## src/rtl/rggen_rtl_pkg.sv

```systemverilog
// rggen_rtl_pkg: shared rggen access/status encodings and the Avalon bridge state type.
package rggen_rtl_pkg;
    typedef enum logic [1:0] {
        RGGEN_POSTED_WRITE = 2'b01,
        RGGEN_READ         = 2'b10,
        RGGEN_WRITE        = 2'b11
    } rggen_access;

    typedef enum logic [1:0] {
        RGGEN_OKAY         = 2'b00,
        RGGEN_EXOKAY       = 2'b01,
        RGGEN_SLAVE_ERROR  = 2'b10,
        RGGEN_DECODE_ERROR = 2'b11
    } rggen_status;

    typedef enum logic [1:0] {
        IDLE,
        REQUEST,
        RESPONSE,
        DONE
    } rggen_avalon_bridge_state;
endpackage

```

## src/rtl/rggen_avalon_if.sv

```systemverilog
// rggen_avalon_if: Avalon-MM host/agent interface with pipelined read and write responses.
interface rggen_avalon_if #(
    parameter int ADDRESS_WIDTH = 16,
    parameter int DATA_WIDTH    = 32
) ();
    logic                     read;
    logic                     write;
    logic [ADDRESS_WIDTH-1:0] address;
    logic [DATA_WIDTH/8-1:0]  byteenable;
    logic [DATA_WIDTH-1:0]    writedata;
    logic                     waitrequest;
    logic                     readdatavalid;
    logic                     writeresponsevalid;
    logic [1:0]               response;
    logic [DATA_WIDTH-1:0]    readdata;

    modport host (
        output read, write, address, byteenable, writedata,
        input  waitrequest, readdatavalid, writeresponsevalid, response, readdata
    );

    modport agent (
        input  read, write, address, byteenable, writedata,
        output waitrequest, readdatavalid, writeresponsevalid, response, readdata
    );
endinterface

```

## src/rtl/rggen_bus_if.sv

```systemverilog
// rggen_bus_if: rggen register-bus request/response interface.
interface rggen_bus_if
    import rggen_rtl_pkg::*;
#(
    parameter int ADDRESS_WIDTH = 16,
    parameter int BUS_WIDTH     = 32
) ();
    logic                     valid;
    rggen_access              access;
    logic [ADDRESS_WIDTH-1:0] address;
    logic [BUS_WIDTH-1:0]     write_data;
    logic [BUS_WIDTH/8-1:0]   strobe;
    logic                     ready;
    rggen_status              status;
    logic [BUS_WIDTH-1:0]     read_data;

    modport master (
        output valid, access, address, write_data, strobe,
        input  ready, status, read_data
    );

    modport slave (
        input  valid, access, address, write_data, strobe,
        output ready, status, read_data
    );
endinterface

```

## src/rtl/rggen_timeout_counter.sv

```systemverilog
// rggen_timeout_counter: flags the COUNT-th consecutive enabled cycle since the last clear.
module rggen_timeout_counter #(
    parameter int COUNT = 256
) (
    input  logic i_clk,
    input  logic i_rst,
    input  logic clear,
    input  logic enable,
    output logic expired
);
    logic [15:0] count;

    always_ff @(posedge i_clk) begin
        if (i_rst || clear) count <= '0;
        else if (enable)    count <= count + 16'd1;
    end

    assign expired = enable && (count == 16'(COUNT - 1));
endmodule

```

## src/rtl/rggen_avalon_pipelined_bridge.sv

```systemverilog
// rggen_avalon_pipelined_bridge: one-at-a-time rggen bus to Avalon-MM host with pipelined responses.
// Optional transaction timeout enabled by defining RGGEN_AVALON_BRIDGE_TIMEOUT_EN.
module rggen_avalon_pipelined_bridge
    import rggen_rtl_pkg::*;
#(
    parameter int ADDRESS_WIDTH  = 16,
    parameter int BUS_WIDTH      = 32,
    parameter int READ_STROBE    = 1,
    parameter int TIMEOUT_CYCLES = 256
) (
    input logic         i_clk,
    input logic         i_rst,
    rggen_bus_if.slave  bus_if,
    rggen_avalon_if.host avalon_if
);
    rggen_avalon_bridge_state state;
    logic is_read;
    logic timeout;
    logic stale;
    logic cmd_read;
    logic rsp_valid;
    logic any_valid;

    assign cmd_read  = bus_if.access == RGGEN_READ;
    assign any_valid = avalon_if.readdatavalid || avalon_if.writeresponsevalid;
    assign rsp_valid = !stale && (is_read ? avalon_if.readdatavalid : avalon_if.writeresponsevalid);

`ifdef RGGEN_AVALON_BRIDGE_TIMEOUT_EN
    rggen_timeout_counter #(.COUNT(TIMEOUT_CYCLES)) u_timeout (
        .i_clk   (i_clk),
        .i_rst   (i_rst),
        .clear   (state == IDLE),
        .enable  (state == REQUEST || state == RESPONSE),
        .expired (timeout)
    );

    // An abandoned response may still arrive later; swallow exactly one valid.
    always_ff @(posedge i_clk) begin
        if (i_rst)                            stale <= 1'b0;
        else if (timeout && state == RESPONSE) stale <= 1'b1;
        else if (any_valid)                   stale <= 1'b0;
    end
`else
    logic [15:0] unused_timeout_cycles;
    assign unused_timeout_cycles = 16'(TIMEOUT_CYCLES);
    assign timeout = 1'b0;
    assign stale   = 1'b0;
`endif

    always_ff @(posedge i_clk) begin
        if (i_rst) begin
            state                <= IDLE;
            is_read              <= 1'b0;
            avalon_if.read       <= 1'b0;
            avalon_if.write      <= 1'b0;
            avalon_if.address    <= '0;
            avalon_if.byteenable <= '0;
            avalon_if.writedata  <= '0;
            bus_if.ready         <= 1'b0;
            bus_if.status        <= RGGEN_OKAY;
            bus_if.read_data     <= '0;
        end else if (timeout) begin
            state            <= DONE;
            avalon_if.read   <= 1'b0;
            avalon_if.write  <= 1'b0;
            bus_if.ready     <= 1'b1;
            bus_if.status    <= RGGEN_SLAVE_ERROR;
            bus_if.read_data <= '0;
        end else begin
            case (state)
                IDLE: if (bus_if.valid) begin
                    state                <= REQUEST;
                    is_read              <= cmd_read;
                    avalon_if.read       <= cmd_read;
                    avalon_if.write      <= !cmd_read;
                    avalon_if.address    <= ADDRESS_WIDTH'(bus_if.address);
                    avalon_if.byteenable <= (!cmd_read || READ_STROBE != 0) ? bus_if.strobe : '1;
                    avalon_if.writedata  <= bus_if.write_data;
                end
                REQUEST: if (!avalon_if.waitrequest) begin
                    state           <= RESPONSE;
                    avalon_if.read  <= 1'b0;
                    avalon_if.write <= 1'b0;
                end
                RESPONSE: if (rsp_valid) begin
                    state            <= DONE;
                    bus_if.ready     <= 1'b1;
                    bus_if.status    <= rggen_status'(avalon_if.response);
                    bus_if.read_data <= is_read ? avalon_if.readdata : '0;
                end
                default: begin
                    state        <= IDLE;
                    bus_if.ready <= 1'b0;
                end
            endcase
        end
    end
endmodule
```

## src/flat_wrapper.sv

```systemverilog
// flat-port wrapper written by rule: the top's interface ports become plain ports
module rggen_avalon_pipelined_bridge_flat import rggen_rtl_pkg::*;
#(
    parameter int ADDRESS_WIDTH  = 16,
    parameter int BUS_WIDTH      = 32,
    parameter int READ_STROBE    = 1,
    parameter int TIMEOUT_CYCLES = 256
)
  (i_clk, i_rst, bus_if_valid, bus_if_access, bus_if_address, bus_if_write_data, bus_if_strobe, bus_if_ready, bus_if_status, bus_if_read_data, avalon_if_read, avalon_if_write, avalon_if_address, avalon_if_byteenable, avalon_if_writedata, avalon_if_waitrequest, avalon_if_readdatavalid, avalon_if_writeresponsevalid, avalon_if_response, avalon_if_readdata);
  rggen_bus_if #(.ADDRESS_WIDTH(ADDRESS_WIDTH), .BUS_WIDTH(BUS_WIDTH)) bus_if_i ();
  rggen_avalon_if #(.ADDRESS_WIDTH(ADDRESS_WIDTH)) avalon_if_i ();
  input logic i_clk;
  input logic i_rst;
  input wire logic [$bits(bus_if_i.valid)-1:0] bus_if_valid;
  input wire logic [$bits(bus_if_i.access)-1:0] bus_if_access;
  input wire logic [$bits(bus_if_i.address)-1:0] bus_if_address;
  input wire logic [$bits(bus_if_i.write_data)-1:0] bus_if_write_data;
  input wire logic [$bits(bus_if_i.strobe)-1:0] bus_if_strobe;
  output wire logic [$bits(bus_if_i.ready)-1:0] bus_if_ready;
  output wire logic [$bits(bus_if_i.status)-1:0] bus_if_status;
  output wire logic [$bits(bus_if_i.read_data)-1:0] bus_if_read_data;
  output wire logic [$bits(avalon_if_i.read)-1:0] avalon_if_read;
  output wire logic [$bits(avalon_if_i.write)-1:0] avalon_if_write;
  output wire logic [$bits(avalon_if_i.address)-1:0] avalon_if_address;
  output wire logic [$bits(avalon_if_i.byteenable)-1:0] avalon_if_byteenable;
  output wire logic [$bits(avalon_if_i.writedata)-1:0] avalon_if_writedata;
  input wire logic [$bits(avalon_if_i.waitrequest)-1:0] avalon_if_waitrequest;
  input wire logic [$bits(avalon_if_i.readdatavalid)-1:0] avalon_if_readdatavalid;
  input wire logic [$bits(avalon_if_i.writeresponsevalid)-1:0] avalon_if_writeresponsevalid;
  input wire logic [$bits(avalon_if_i.response)-1:0] avalon_if_response;
  input wire logic [$bits(avalon_if_i.readdata)-1:0] avalon_if_readdata;
  assign bus_if_i.valid = bus_if_valid;
  assign bus_if_i.access = bus_if_access;
  assign bus_if_i.address = bus_if_address;
  assign bus_if_i.write_data = bus_if_write_data;
  assign bus_if_i.strobe = bus_if_strobe;
  assign bus_if_ready = bus_if_i.ready;
  assign bus_if_status = bus_if_i.status;
  assign bus_if_read_data = bus_if_i.read_data;
  assign avalon_if_read = avalon_if_i.read;
  assign avalon_if_write = avalon_if_i.write;
  assign avalon_if_address = avalon_if_i.address;
  assign avalon_if_byteenable = avalon_if_i.byteenable;
  assign avalon_if_writedata = avalon_if_i.writedata;
  assign avalon_if_i.waitrequest = avalon_if_waitrequest;
  assign avalon_if_i.readdatavalid = avalon_if_readdatavalid;
  assign avalon_if_i.writeresponsevalid = avalon_if_writeresponsevalid;
  assign avalon_if_i.response = avalon_if_response;
  assign avalon_if_i.readdata = avalon_if_readdata;
  rggen_avalon_pipelined_bridge #(.ADDRESS_WIDTH(ADDRESS_WIDTH), .BUS_WIDTH(BUS_WIDTH), .READ_STROBE(READ_STROBE), .TIMEOUT_CYCLES(TIMEOUT_CYCLES)) u_core (.i_clk(i_clk), .i_rst(i_rst), .bus_if(bus_if_i), .avalon_if(avalon_if_i));
endmodule
```

## config.mk

```make
export PLATFORM = sky130hd
export DESIGN_NAME = rggen_avalon_pipelined_bridge_flat
export DESIGN_NICKNAME = d
export VERILOG_FILES = /design/src/rtl/rggen_rtl_pkg.sv /design/src/rtl/rggen_avalon_if.sv /design/src/rtl/rggen_bus_if.sv /design/src/rtl/rggen_timeout_counter.sv /design/src/rtl/rggen_avalon_pipelined_bridge.sv /design/src/flat_wrapper.sv
export SDC_FILE = /design/constraint.sdc
export NUM_CORES = 1
export LEC_CHECK = 0
export BUFFER_PORTS_ARGS = -buffer_cell sky130_fd_sc_hd__buf_2
export CORE_MARGIN = 8
export CORE_UTILIZATION = 40
export CTS_BUF_LIST = sky130_fd_sc_hd__clkbuf_16
export CTS_CLUSTER_DIAMETER = 30
export DETAILED_ROUTE_END_ITERATION = 8
export GPL_ROUTABILITY_DRIVEN = 0
export HOLD_SLACK_MARGIN = 0.15
export PLACE_DENSITY_LB_ADDON = 0.25
export SYNTH_ARGS = -nofsm -noshare
export SYNTH_HDL_FRONTEND = slang
export SYNTH_SLANG_ARGS = --single-unit
```

## constraint.sdc

```tcl
create_clock -name i_clk -period 2 [get_ports i_clk]
set_input_delay 0.2 -clock i_clk [delete_from_list [all_inputs] [get_ports i_clk]]
set_output_delay 0.2 -clock i_clk [all_outputs]
set_load 0.02 [all_outputs]
```

[Word-level counts from Yosys, hierarchy flattened]
Cells that the tools add are included.
Word-level totals
  register bits: 92
  input bits: 94
  output and inout bits: 89
  word-level logic and storage cells: 39
Operators by class
  muxes and demuxes: 13
  reduce and logical (&&, ||, !) cells: 9
  equal/unequal tests: 6
  bitwise operators: 1
Operators with widths (number)
  32-bit two-way mux: 1
  2-bit two-way mux: 3
  1-bit one-hot mux with 2 select lines: 3
  2-bit one-hot mux with 3 select lines: 1
  2-bit AND reduction: 3
  3-bit AND reduction: 2
  1-bit two-way mux: 5
  2-bit == test (second input constant): 2
  2-bit inequality test (second input constant): 2
  2-bit by 1-bit == test with 1-bit output (second input constant): 1
  2-bit zero test: 1
  2-bit by 1-bit inequality test with 1-bit output (second input constant): 1
  2-bit nonzero test: 1
  2-bit OR reduction: 1
  1-bit zero test: 1
  1-bit inverter: 1

[Depth between registers and ports, before layout]
  depth after elaboration: 4
  mapped depth: 7
  depth with buffers taken out: 6

[Least setup slack after synthesis]
Ideal clock, no wire load.
  path type: reg2reg
  start point: reg u_core.state[0]
  end point: reg u_core.avalon_if.read
  buffers on the path: 0
  cell stages (with the launch flop): 7
  required time: 1.866 ns
  slack: 0.495 ns
  setup time: 0.134 ns
  data arrival time: 1.371 ns
  period minus slack after synthesis: 1.505 ns
  cells stage by stage: dfxtp_1 > inv_1 > ha_1 > nor2b_1 > a211oi_2 > mux2i_1 > nor2_1
On the way
  cells in the longest elaborated chain, start to end: 3
  elaborated cells between the ends (all ways): 7
  classes of those cells: 3 x eq/ne; 1 x mux; 3 x reduce/logical
RTL lines
  from (decl): line rggen_avalon_pipelined_bridge.sv:16  | rggen_avalon_bridge_state state;
  from (signal assigned): line rggen_avalon_pipelined_bridge.sv:52  | state <= IDLE;
  from (signal assigned): line rggen_avalon_pipelined_bridge.sv:63  | state <= DONE;
  from (signal assigned): line rggen_avalon_pipelined_bridge.sv:72  | state <= REQUEST;
  2-bit by 1-bit == test with 1-bit output / 2-bit zero test (equally long branches): line rggen_avalon_pipelined_bridge.sv:70  | case (state)
  2-bit inequality test (no source line) / 2-bit nonzero test (equally long branches)
  3-bit AND reduction (no source line)
  to (signal assigned): line rggen_avalon_pipelined_bridge.sv:74  | avalon_if.read <= cmd_read;
  to (decl): line rggen_avalon_if.sv:18  | output read, write, address, byteenable, writedata,
Several ways; a longest one is shown, not always the timed one.
A chain may end at the register's enable or synchronous reset.

[Final worst setup path]
Same ends and word-level chain as after synthesis.

==> flow_summary.ini <==
[pwr]
powerDensity_nw_per_um2 = 1000
peakVddDrop_mv = 0.408
leakage_nw = 2.53

[global_route]
antenna_found_initial = 0
grtUsageTotal_pct = 18.6
grt_start_max_net_pins = 54
overflow = 0
grt_pass1_wl_um = 19200
first_global_vias = 3860

[synth]
synth_cell_types = 23
synthFlopType = dfxtp_1
synth_top_area_cell = dfxtp_1
synth-seq-cells = 92
yosysMostFrequentCell = nand2_1
syn_area_per_cell_um2 = 8.75
netlist_area_um2 = 3670
synth_edf_count = 0
ys_warn_count = 0
ys_seq_area_share_pct = 50.1
synthTopCellsByArea = dfxtp_1 50%, nand2_1 11%, a21oi_1 7.6%
syn_nets = 520
synth_top_area_share_pct = 50.1
yosys-top-cells-count = 109 x nand2_1, 92 x dfxtp_1, 56 x a21oi_1, 32 x nand4_1
syn-instance-count = 420
synthArstFlopShare_pct = 0

[route]
drt_wl_total_um = 12200
wire_per_inst_um = 15.7
post-route-drc-count = 0
first_iter_violations = 212
via_per_inst = 4.95
dr.pass1.iters = 5
via_count = 3855
ant_nets = 0

[hold_path]
min_path_cells = 3
holdCritStartpoint = avalon_if_readdata[24]
min_path_type = input port to flip-flop
holdPathEnd = u_core.bus_if.read_data[24]$_SDFFE_PP0P_

[cells_and_area]
drive_above_1_share_pct = 40.4
nFillCells = 757
antenna_cells = 0
fin_util_pct = 62.9
nets = 764
syn_to_final_growth_pct = 55.3

[worst_setup_path]
critPathArrivalTime_ns = 1.88
end_kind = flip-flop
r2r_cells = 6
r2r-start = u_core.state[0]$_SDFFE_PP0P_
crit_required_ns = 2.20
critical_path_class = flip-flop to flip-flop
reg2reg_setup_slack_ns = 0.32
start_kind = flip-flop
r2r_end = u_core.avalon_if.read$_SDFFE_PP0P_
cp_max_fo = 7

[sta]
timing.hold.ws_ns = 0.161
relSlewSlack_pct = 68.2
finalCritPeriodShare_pct = 83.8
fin_skew_ns = 0.00827
drv_slew = 0
max_freq_ghz = 0.597
fin_crit_ns = 1.68
tns_ns = 0
rsz0062_at_grt = false
worstMarginPinSlew_ns = 0.476
setup_ws_ns = 0.324
hold_viol_final = 0
setup_viol = 0

[flow_run]
max_cap_viol_count = 0

[clock_tree]
ctsRootBufferMaster = clkbuf_16
clock_latency_ns = 0.33
clk_pin_slew_worst_paths_ns = 0.06
ctsLongestPathBuffers = 2
cts.sinks = 92
h-tree-depth = 3
ctsResizeCount = 0
holdBufCountCts = 79
numCtsBuffers = 9
cts_tree = built
cts_setup_buffers = 0

[placed_design]
dpl.hpwl_um = 7660
place.port_buffers = 182
post-place-ws_ns = 0.339

[floorplanning]
core_um2 = 9060
initial_core_util_pct = 40.5
rows = 35
die_width_um = 112
io-pin-count = 183
die_y_um = 112
dieArea_um2 = 12500

[outcome]
outcome = finished, final reports clean
placed cells by master, fill, tap and decap left out, drive strengths merged:
cell,count
inv,3
buf,190
nand2,140
clkbuf,9
a221oi,1
nor2,9
mux2,1
o31ai,1
mux2i,6
ha,6
and2,1
dfxtp,92
nand4,32
nor2b,3
a21oi,86
nor3,2
dlygate4sd3,79
clkinv,1
clkinvlp,3
bufinv,1
a211oi,1
o211ai,1
registers in the layout, indices dropped and copies added, names as in the netlist:
name	count
u_core.avalon_if.address	16
u_core.avalon_if.byteenable	4
u_core.avalon_if.read	1
u_core.avalon_if.write	1
u_core.avalon_if.writedata	32
u_core.bus_if.read_data	32
u_core.bus_if.ready	1
u_core.bus_if.status	2
u_core.is_read	1
u_core.state	2
layer usage:
layer	global-route usage [%]	vias up	share of wire [%]
li1	-	1890	-
met1	20.9	1761	41
met2	31.9	187	48
met3	6.39	17	9.3
met4	6.65	0	1.5
met5	0	-	0
critical path, stage by stage (launching register included):
cell and delay, ns:
dfxtp_1 0.40, inv_1 0.11, ha_1 0.29, nor2b_1 0.19
a211oi_2 0.29, mux2i_1 0.22, nor2_1 0.05
cells by family after synthesis:
family	share of synthesized area, %
AOI/OAI and AO/OA	15.9
buffers and inverters	5.72
muxes	2.04
and+or+nand+nor	24.1
DFF	50.1
adders and majority gates	2.04
where the power goes:
group	switching (W)	internal, W	leakage, nW
sequential	0.000127	0.00207	0.750
clock	0.000706	0.000962	0.132
combinational	0.00117	0.000672	1.64
total	0.00200	0.00370	2.53
worst max-delay path by stage:
stage | slack, ns | to | cells after the start | startpoint
floorplan | 0.50 | u_core.avalon_if.read$_SDFFE_PP0P_ | 6 | u_core.state[0]$_SDFFE_PP0P_
global placement | 0.41 | u_core.avalon_if.read$_SDFFE_PP0P_ | 6 | u_core.state[0]$_SDFFE_PP0P_
detailed placement | 0.34 | u_core.avalon_if.read$_SDFFE_PP0P_ | 6 | u_core.state[0]$_SDFFE_PP0P_
CTS | 0.32 | u_core.avalon_if.write$_SDFFE_PP0P_ | 6 | u_core.state[0]$_SDFFE_PP0P_
global route | 0.20 | u_core.avalon_if.write$_SDFFE_PP0P_ | 6 | u_core.state[0]$_SDFFE_PP0P_
finish | 0.32 | u_core.avalon_if.read$_SDFFE_PP0P_ | 6 | u_core.state[0]$_SDFFE_PP0P_
per-stage QoR:
| stage | cells | total power, W | area [um2] |
|---|---|---|---|
| after floorplan | 420 | 0.00343 | 3670 |
| after global placement | 685 | 0.00392 | 4620 |
| after detailed placement | 685 | 0.00396 | 4620 |
| after CTS | 779 | 0.00576 | 5710 |
| after global routing | 779 | 0.00602 | 5710 |
| final | 779 | 0.00571 | 5710 |
layout make-up:
type	count	area, um2	area share [%]
sequential	92	1840	32.3
inverter	2	7.51	0.132
clock inverter	6	65.1	1.14
timing repair buffer	269	1800	31.6
clock buffer	9	225	3.95
tap	111	139	2.43
multi-input combinational	290	1630	28.5
Power figures use the tool's default switching activity.
